$ cat config.mk
export PLATFORM = sky130hd
export DESIGN_NAME = mem_mover_flat
export DESIGN_NICKNAME = d
export VERILOG_FILES = /design/src/rtl/mem_mover_pkg.sv /design/src/rtl/mem_mover_if.sv /design/src/rtl/mem_mover.sv /design/src/flat_wrapper.sv
export SDC_FILE = /design/constraint.sdc
export NUM_CORES = 1
export LEC_CHECK = 0
export CAP_MARGIN = 20
export CORE_MARGIN = 3
export CORE_UTILIZATION = 40
export CTS_CLUSTER_DIAMETER = 50
export DETAILED_ROUTE_END_ITERATION = 8
export PLACE_DENSITY = 0.69
export SLEW_MARGIN = 5
export SYNTH_ARGS = -nofsm -noshare
export SYNTH_HDL_FRONTEND = slang
export SYNTH_SLANG_ARGS = --single-unit
$ cat constraint.sdc
create_clock -name clk -period 10.8 [get_ports clk]
set_input_delay 2.16 -clock clk [delete_from_list [all_inputs] [get_ports clk]]
set_output_delay 2.16 -clock clk [all_outputs]
set_load 0.1 [all_outputs]
$ cat src/rtl/mem_mover_pkg.sv
// Shared encodings for the memory-move initiator: command opcodes and FSM states.
package mem_mover_pkg;

    localparam logic [1:0] OP_COPY_ROM = 2'd0;
    localparam logic [1:0] OP_COPY_RAM = 2'd1;
    localparam logic [1:0] OP_FILL     = 2'd2;
    localparam logic [1:0] OP_NOP      = 2'd3;

    localparam logic [2:0] S_IDLE = 3'd0;
    localparam logic [2:0] S_XFER = 3'd1;
    localparam logic [2:0] S_RD   = 3'd2;
    localparam logic [2:0] S_WR   = 3'd3;
    localparam logic [2:0] S_DONE = 3'd4;

endpackage

$ cat src/rtl/mem_mover_if.sv
// Command handshake plus ROM/RAM initiator bus of the memory mover.
interface mem_mover_if #(
    parameter int AW = 10,
    parameter int DW = 32
);
    logic          start;
    logic [1:0]    op;
    logic [AW-1:0] src;
    logic [AW-1:0] dst;
    logic [AW:0]   len;
    logic [DW-1:0] pattern;
    logic          busy;
    logic          done;
    logic [AW-1:0] rom_addr;
    logic [DW-1:0] rom_data;
    logic [AW-1:0] ram_addr;
    logic [DW-1:0] ram_din;
    logic          ram_store;
    logic [DW-1:0] ram_dout;

    modport master (
        input  start, op, src, dst, len, pattern, rom_data, ram_dout,
        output busy, done, rom_addr, ram_addr, ram_din, ram_store
    );

    modport slave (
        output start, op, src, dst, len, pattern, rom_data, ram_dout,
        input  busy, done, rom_addr, ram_addr, ram_din, ram_store
    );
endinterface

$ cat src/rtl/mem_mover.sv
// Block copy ROM->RAM, RAM->RAM and RAM fill driven by a start/busy/done handshake.
// Latency: len+1 cycles (ROM copy/fill), 2*len+1 (RAM copy), 1 for len=0 or no-op.
// No backpressure: memories are combinational-read, one store per beat; start ignored while busy.
module mem_mover
    import mem_mover_pkg::*;
#(
    parameter int AW = 10,
    parameter int DW = 32
) (
    input  logic       clk,
    input  logic       rst,
    mem_mover_if.master bus
);

    typedef struct packed {
        logic [1:0]    op;
        logic [AW-1:0] src;
        logic [AW-1:0] dst;
        logic [AW:0]   len;
        logic [DW-1:0] pattern;
    } cmd_t;

    localparam logic [AW:0] LEN_ONE = {{AW{1'b0}}, 1'b1};

    logic [2:0]    state;
    cmd_t          cmd;
    logic [AW:0]   k;
    logic [DW-1:0] hold;
    logic          last;
    logic [AW-1:0] src_k;
    logic [AW-1:0] dst_k;

    assign last = (k == cmd.len - LEN_ONE);

    always_ff @(posedge clk or posedge rst) begin
        if (rst) begin
            state <= S_IDLE;
            cmd   <= '0;
            k     <= '0;
            hold  <= '0;
        end else begin
            case (state)
                S_IDLE: begin
                    if (bus.start) begin
                        cmd <= '{op: bus.op, src: bus.src, dst: bus.dst,
                                 len: bus.len, pattern: bus.pattern};
                        k   <= '0;
                        if (bus.len == '0 || bus.op == OP_NOP)
                            state <= S_DONE;
                        else if (bus.op == OP_COPY_RAM)
                            state <= S_RD;
                        else
                            state <= S_XFER;
                    end
                end
                S_XFER: begin
                    k <= k + LEN_ONE;
                    if (last) state <= S_DONE;
                end
                S_RD: begin
                    hold  <= bus.ram_dout;
                    state <= S_WR;
                end
                S_WR: begin
                    k     <= k + LEN_ONE;
                    state <= last ? S_DONE : S_RD;
                end
                S_DONE:  state <= S_IDLE;
                default: state <= S_IDLE;
            endcase
        end
    end

    // Address adders truncate to AW bits, so ranges wrap at the top of memory.
    always_comb begin
        src_k         = cmd.src + k[AW-1:0];
        dst_k         = cmd.dst + k[AW-1:0];
        bus.rom_addr  = '0;
        bus.ram_addr  = '0;
        bus.ram_din   = '0;
        bus.ram_store = 1'b0;
        case (state)
            S_XFER: begin
                bus.ram_addr  = dst_k;
                bus.ram_store = 1'b1;
                if (cmd.op == OP_COPY_ROM) begin
                    bus.rom_addr = src_k;
                    bus.ram_din  = bus.rom_data;
                end else begin
                    bus.ram_din  = cmd.pattern;
                end
            end
            S_RD: begin
                bus.ram_addr = src_k;
            end
            S_WR: begin
                bus.ram_addr  = dst_k;
                bus.ram_din   = hold;
                bus.ram_store = 1'b1;
            end
            default: ;
        endcase
    end

    assign bus.busy = (state != S_IDLE);
    assign bus.done = (state == S_DONE);

endmodule

$ cat src/flat_wrapper.sv
// flat-port wrapper written by rule: the top's interface ports become plain ports
module mem_mover_flat import mem_mover_pkg::*;
#(
    parameter int AW = 10,
    parameter int DW = 32
)
  (clk, rst, bus_start, bus_op, bus_src, bus_dst, bus_len, bus_pattern, bus_rom_data, bus_ram_dout, bus_busy, bus_done, bus_rom_addr, bus_ram_addr, bus_ram_din, bus_ram_store);
  mem_mover_if #(.AW(AW), .DW(DW)) bus_i ();
  input  logic clk;
  input  logic rst;
  input wire logic [$bits(bus_i.start)-1:0] bus_start;
  input wire logic [$bits(bus_i.op)-1:0] bus_op;
  input wire logic [$bits(bus_i.src)-1:0] bus_src;
  input wire logic [$bits(bus_i.dst)-1:0] bus_dst;
  input wire logic [$bits(bus_i.len)-1:0] bus_len;
  input wire logic [$bits(bus_i.pattern)-1:0] bus_pattern;
  input wire logic [$bits(bus_i.rom_data)-1:0] bus_rom_data;
  input wire logic [$bits(bus_i.ram_dout)-1:0] bus_ram_dout;
  output wire logic [$bits(bus_i.busy)-1:0] bus_busy;
  output wire logic [$bits(bus_i.done)-1:0] bus_done;
  output wire logic [$bits(bus_i.rom_addr)-1:0] bus_rom_addr;
  output wire logic [$bits(bus_i.ram_addr)-1:0] bus_ram_addr;
  output wire logic [$bits(bus_i.ram_din)-1:0] bus_ram_din;
  output wire logic [$bits(bus_i.ram_store)-1:0] bus_ram_store;
  assign bus_i.start = bus_start;
  assign bus_i.op = bus_op;
  assign bus_i.src = bus_src;
  assign bus_i.dst = bus_dst;
  assign bus_i.len = bus_len;
  assign bus_i.pattern = bus_pattern;
  assign bus_i.rom_data = bus_rom_data;
  assign bus_i.ram_dout = bus_ram_dout;
  assign bus_busy = bus_i.busy;
  assign bus_done = bus_i.done;
  assign bus_rom_addr = bus_i.rom_addr;
  assign bus_ram_addr = bus_i.ram_addr;
  assign bus_ram_din = bus_i.ram_din;
  assign bus_ram_store = bus_i.ram_store;
  mem_mover #(.AW(AW), .DW(DW)) u_core (.clk(clk), .rst(rst), .bus(bus_i));
endmodule
## Word-level counts from Yosys, hierarchy flattened

Cells that the tools add are included.

- Register bits after elaboration: 111
- Input bits: 132
- Word-level logic and storage cells: 45
- Output and inout port bits: 55

- Muxes and demuxes: 14
- Equal/unequal tests: 9
- $add $sub $neg: 4
- Reduce and logical (&&, ||, !) cells: 10

Operator list:

| operator | number |
|---|---|
| case mux 32 bit (2 select lines) | 1 |
| 2-to-1 mux 32 bit | 1 |
| case mux 11 bit (2 select lines) | 1 |
| adder 10 bit | 2 |
| 2-to-1 mux 10 bit | 2 |
| case mux 10 bit (2 select lines) | 1 |
| 2-to-1 mux 3 bit | 4 |
| case mux 3 bit (4 select lines) | 1 |
| adder 11 x 1 -> 11 bit (second input constant) | 1 |
| equality test 11 bit | 1 |
| zero test 11 bit | 1 |
| 2-to-1 mux 11 bit | 1 |
| subtractor 11 x 1 -> 11 bit (second input constant) | 1 |
| equality test 3 x 2 -> 1 bit (second input constant) | 2 |
| AND reduction 2 bit | 3 |
| equality test 3 x 1 -> 1 bit (second input constant) | 1 |
| equality test 3 bit (second input constant) | 1 |
| zero test 3 bit | 1 |
| nonzero test 3 bit | 1 |
| equality test 2 x 1 -> 1 bit (second input constant) | 1 |
| equality test 2 bit (second input constant) | 1 |
| zero test 2 bit | 1 |
| 2-to-1 mux 2 bit | 1 |
| != test 2 x 1 -> 1 bit (second input constant) | 1 |
| 5 further kinds | 5 |

## Longest topological paths before layout

- Depth after elaboration: 5
- Depth in mapped cells: 9
- Gate-level depth less buffers: 8

## Least setup slack after synthesis

OpenSTA, ideal clock, no wires.

- Kind: reg-to-output
- Start: register u_core.state[0]
- End: output bus_rom_addr[3]
- Data required time: 8.640 ns
- Path slack: 4.975 ns
- Path buffers: 2
- Arrival time: 3.665 ns
- Stages on the path, launching flop included: 7
- Cells stage by stage: dfrtp_1 > clkbuf_1 > nand2b_1 > inv_1 > clkbuf_1 > nand3b_1 > nor2_1

- Word-level cells in the longest chain between the ends: 2

RTL lines:

| item | RTL line | RTL |
|---|---|---|
| from (decl) | mem_mover.sv:25 | `logic [2:0] state;` |
| from (signal assigned) | mem_mover.sv:66 | `state <= last ? S_DONE : S_RD;` |
| equality test 3 x 1 -> 1 bit | mem_mover.sv:82 | `case (state)` |
| 2-to-1 mux 10 bit | mem_mover.sv:82 |  |
| to (decl) | flat_wrapper.sv:21 | `output wire logic [$bits(bus_i.rom_addr)-1:0] bus_rom_addr;` |

Every way passes these cells.

## Final worst setup path

- Start: input bus_rom_data[3]
- End: output bus_ram_din[3]

- Word-level cells in the longest chain between the ends: 2

RTL lines:

| item | RTL line | RTL |
|---|---|---|
| from (decl) | flat_wrapper.sv:17 | `input wire logic [$bits(bus_i.rom_data)-1:0] bus_rom_data;` |
| 2-to-1 mux 32 bit | mem_mover.sv:86 | `if (cmd.op == OP_COPY_ROM) begin` |
| case mux 32 bit (2 select lines) | mem_mover.sv:82 |  |
| to (decl) | flat_wrapper.sv:23 | `output wire logic [$bits(bus_i.ram_din)-1:0] bus_ram_din;` |

Every way passes these cells.

==> flow_metrics.tcl <==
set metrics [dict create \
    pre_cts_slack_ns 4.37 \
    synth-seq-cells 111 \
    yosysTopAreaCell "dfrtp_1" \
    wl_per_cell_um 15.8 \
    syn_nets 998 \
    hpwl_um 13300 \
    drcViolationCount 0 \
    max_stage_delay_ns 1.17 \
    synthFlopType "dfrtp_1" \
    slew_headroom_pct 31.5 \
    die_w_um 132 \
    cts_tree "yes" \
    core_mm2 0.0154 \
    grt_max_degree 72 \
    multi_input_area_mm2 0.00333 \
    place_congestion 0.864 \
    slew_violations 0 \
    fin_ws_ns 4.38 \
    dpl.cell_count 1201 \
    critPathLaunchType "input port" \
    first_iter_violations 369 \
    ios 187 \
    cp.arrival_ns 4.26 \
    path_class "input port to output pin" \
    post-route-min-period_ns 6.42 \
    setup_viol 0 \
    die_area_mm2 0.0174 \
    root_buffer "clkbuf_16" \
    clkSinkCount 111 \
    postSynth.asyncResetShare_pct 100 \
    avgSynthCellArea_um2 7.50 \
    postCtsSetupBuffers 0 \
    cts_buffers 9 \
    first_global_vias 6096 \
    antenna_found_initial 1 \
    clk_pin_slew_ns 0.08 \
    seqCellArea_mm2 0.00278 \
    skew_ns 0.00504 \
    die_h_um 132 \
    min_path_type "flop to flop" \
    post-route-period-util_pct 59.5 \
    dr_total_vias 6147 \
    rsz0062_at_grt "false" \
    cts_buffer_depth 2 \
    end_kind "output pin" \
    critPathMaxFanout 1 \
    slowest_stage "clkdlybuf4s50_1" \
    tightest_slew_ns 1.02 \
    tns_ns 0 \
    ant_nets 0 \
    finalHoldViolCount 0 \
    synth_edf_count 0 \
    n_antenna_cell 0 \
    cts-htree-levels 3 \
    final_core_util_pct 56.5 \
    max_freq_mhz 156 \
    ctsResizeCount 0 \
    synth_cell_types 46 \
    yosysWarnings 0 \
    synth.area.top_cells "dfrtp_1 44%, nand2_1 20%, a21oi_1 5.8%" \
    grt_overflow 0 \
    status "completed" \
    drt-total-wl_um 19300 \
    worstPathRequired_ns 8.64 \
    num-nets-final 1155 \
    cts_hold_buf 0 \
    crit_chain "clkdlybuf4s50_1 -> nand2_1 -> a21oi_1 -> a21oi_1 -> nor2_1 -> clkdlybuf4s50_1" \
    placementRows 45 \
    areaGrowthSynthToFinish_pct 37.0 \
    start_util_pct 41.2 \
    drive_above_1_share_pct 3.48 \
    clock_latency_ns 0.36 \
    nFillCells 1450 \
    synthCells 844 \
    grt_pass1_wl_um 31400 \
    grt_usage_pct 22.2 \
    cap_violations 0 \
    io_buffers 186 \
    ys_seq_area_share_pct 43.9 \
    dr.pass1.iters 5 \
    synth_top_area_share_pct 43.9 \
    routed_via_density 5.05 \
    syn_area_mm2 0.00633 \
    stdcell_count 1217 \
]
-- final cells by class --
class / instances / share of cell area, %
multi-input combinational: 672 / 38.4
sequential: 111 / 32.0
timing repair buffer: 196 / 22.3
tap: 211 / 3.04
clock buffer: 9 / 2.60
clock inverter: 7 / 1.10
inverter: 11 / 0.505
-- metrics by stage --
| step | hold WS [ns] | instance area (µm²) |
|---|---|---|
| after global routing | 0.500 | 8680 |
| after CTS | 0.475 | 8680 |
| after detailed placement | 0.456 | 8360 |
| final | 0.473 | 8680 |
| after global placement | 0.451 | 8360 |
| after floorplan | 0.439 | 6330 |
-- cell families after synthesis --
kind of cell	after synthesis	synth area share (%)
buffers and inverters	61	3.63
AO/OA/AOI/OAI	182	16.5
AND/OR/NAND/NOR	439	27.4
XOR/XNOR	28	3.87
adder cells (fa/ha/maj)	22	4.58
flip-flops	111	43.9
multiplexers	1	0.158
-- worst max-delay path, delay by kind of cell --
family	cells	cell delay [ns]
AOI/OAI and AO/OA	2	0.19
buffers and inverters	2	1.64
and+or+nand+nor	2	0.27
-- sequential cells by signal (all words and copies together) (netlist names) --
register and flops:
u_core.k 11, u_core.cmd 65, u_core.state 3, u_core.hold 32
-- layout by cell type (no fill, tap or decap), drive strengths merged, types with 2 or more instances in the layout --
cell type,instances
clkbuf,9
nor3,8
nor3b,2
buf,10
clkinv,3
nor4,3
o21a,5
a211oi,6
ha,20
nand4,2
clkdlybuf4s50,186
a21o,7
o41ai,3
xnor2,11
fa,2
bufinv,2
dfrtp,111
o21ai,62
nand3,12
xor2,17
o22ai,9
and2,3
a21oi,74
and3,4
inv,12
nor2,64
o21bai,2
nand2,335
nand2b,2
-- routing by layer --
metal	part of all wire, %	up-vias	track usage [%]
li1	-	3100	-
met1	46	2850	29.3
met2	45	168	35.3
met3	7.6	27	7.79
met4	1.7	2	5.37
met5	0.067	-	0
-- final timing paths --
kind                            startpoint         endpoint  slack, ns  cells past startpoint
max                        bus_rom_data[3]   bus_ram_din[3]       4.38                      6
min                          u_core.cmd[3]    u_core.cmd[3]       0.47                      2
max reg2reg                u_core.state[1]      u_core.k[7]       8.01                      7
min reg2reg                  u_core.cmd[3]    u_core.cmd[3]       0.47                      2
max in group asynchronous              rst  u_core.hold[10]       7.32                      3
min in group asynchronous              rst   u_core.cmd[37]       2.22                      2
-- cells in the mapped netlist, drive strengths merged, types with 2 or more instances --
| cell type | n |
|---|---|
| and3 | 4 |
| nand3 | 12 |
| a211oi | 6 |
| clkbuf | 47 |
| a21oi | 74 |
| ha | 20 |
| nor3 | 8 |
| o41ai | 3 |
| o22ai | 9 |
| o21ai | 62 |
| and2 | 3 |
| xnor2 | 11 |
| a21o | 7 |
| nor3b | 2 |
| xor2 | 17 |
| fa | 2 |
| nor2 | 64 |
| nand2 | 335 |
| inv | 11 |
| buf | 3 |
| o21a | 5 |
| o21bai | 2 |
| dfrtp | 111 |
| nand2b | 2 |
| nor4 | 3 |
| nand4 | 2 |
Power is left out: the tool's default activity adds up to more than one toggle a clock period on the data nets, which glitch-free logic cannot reach.
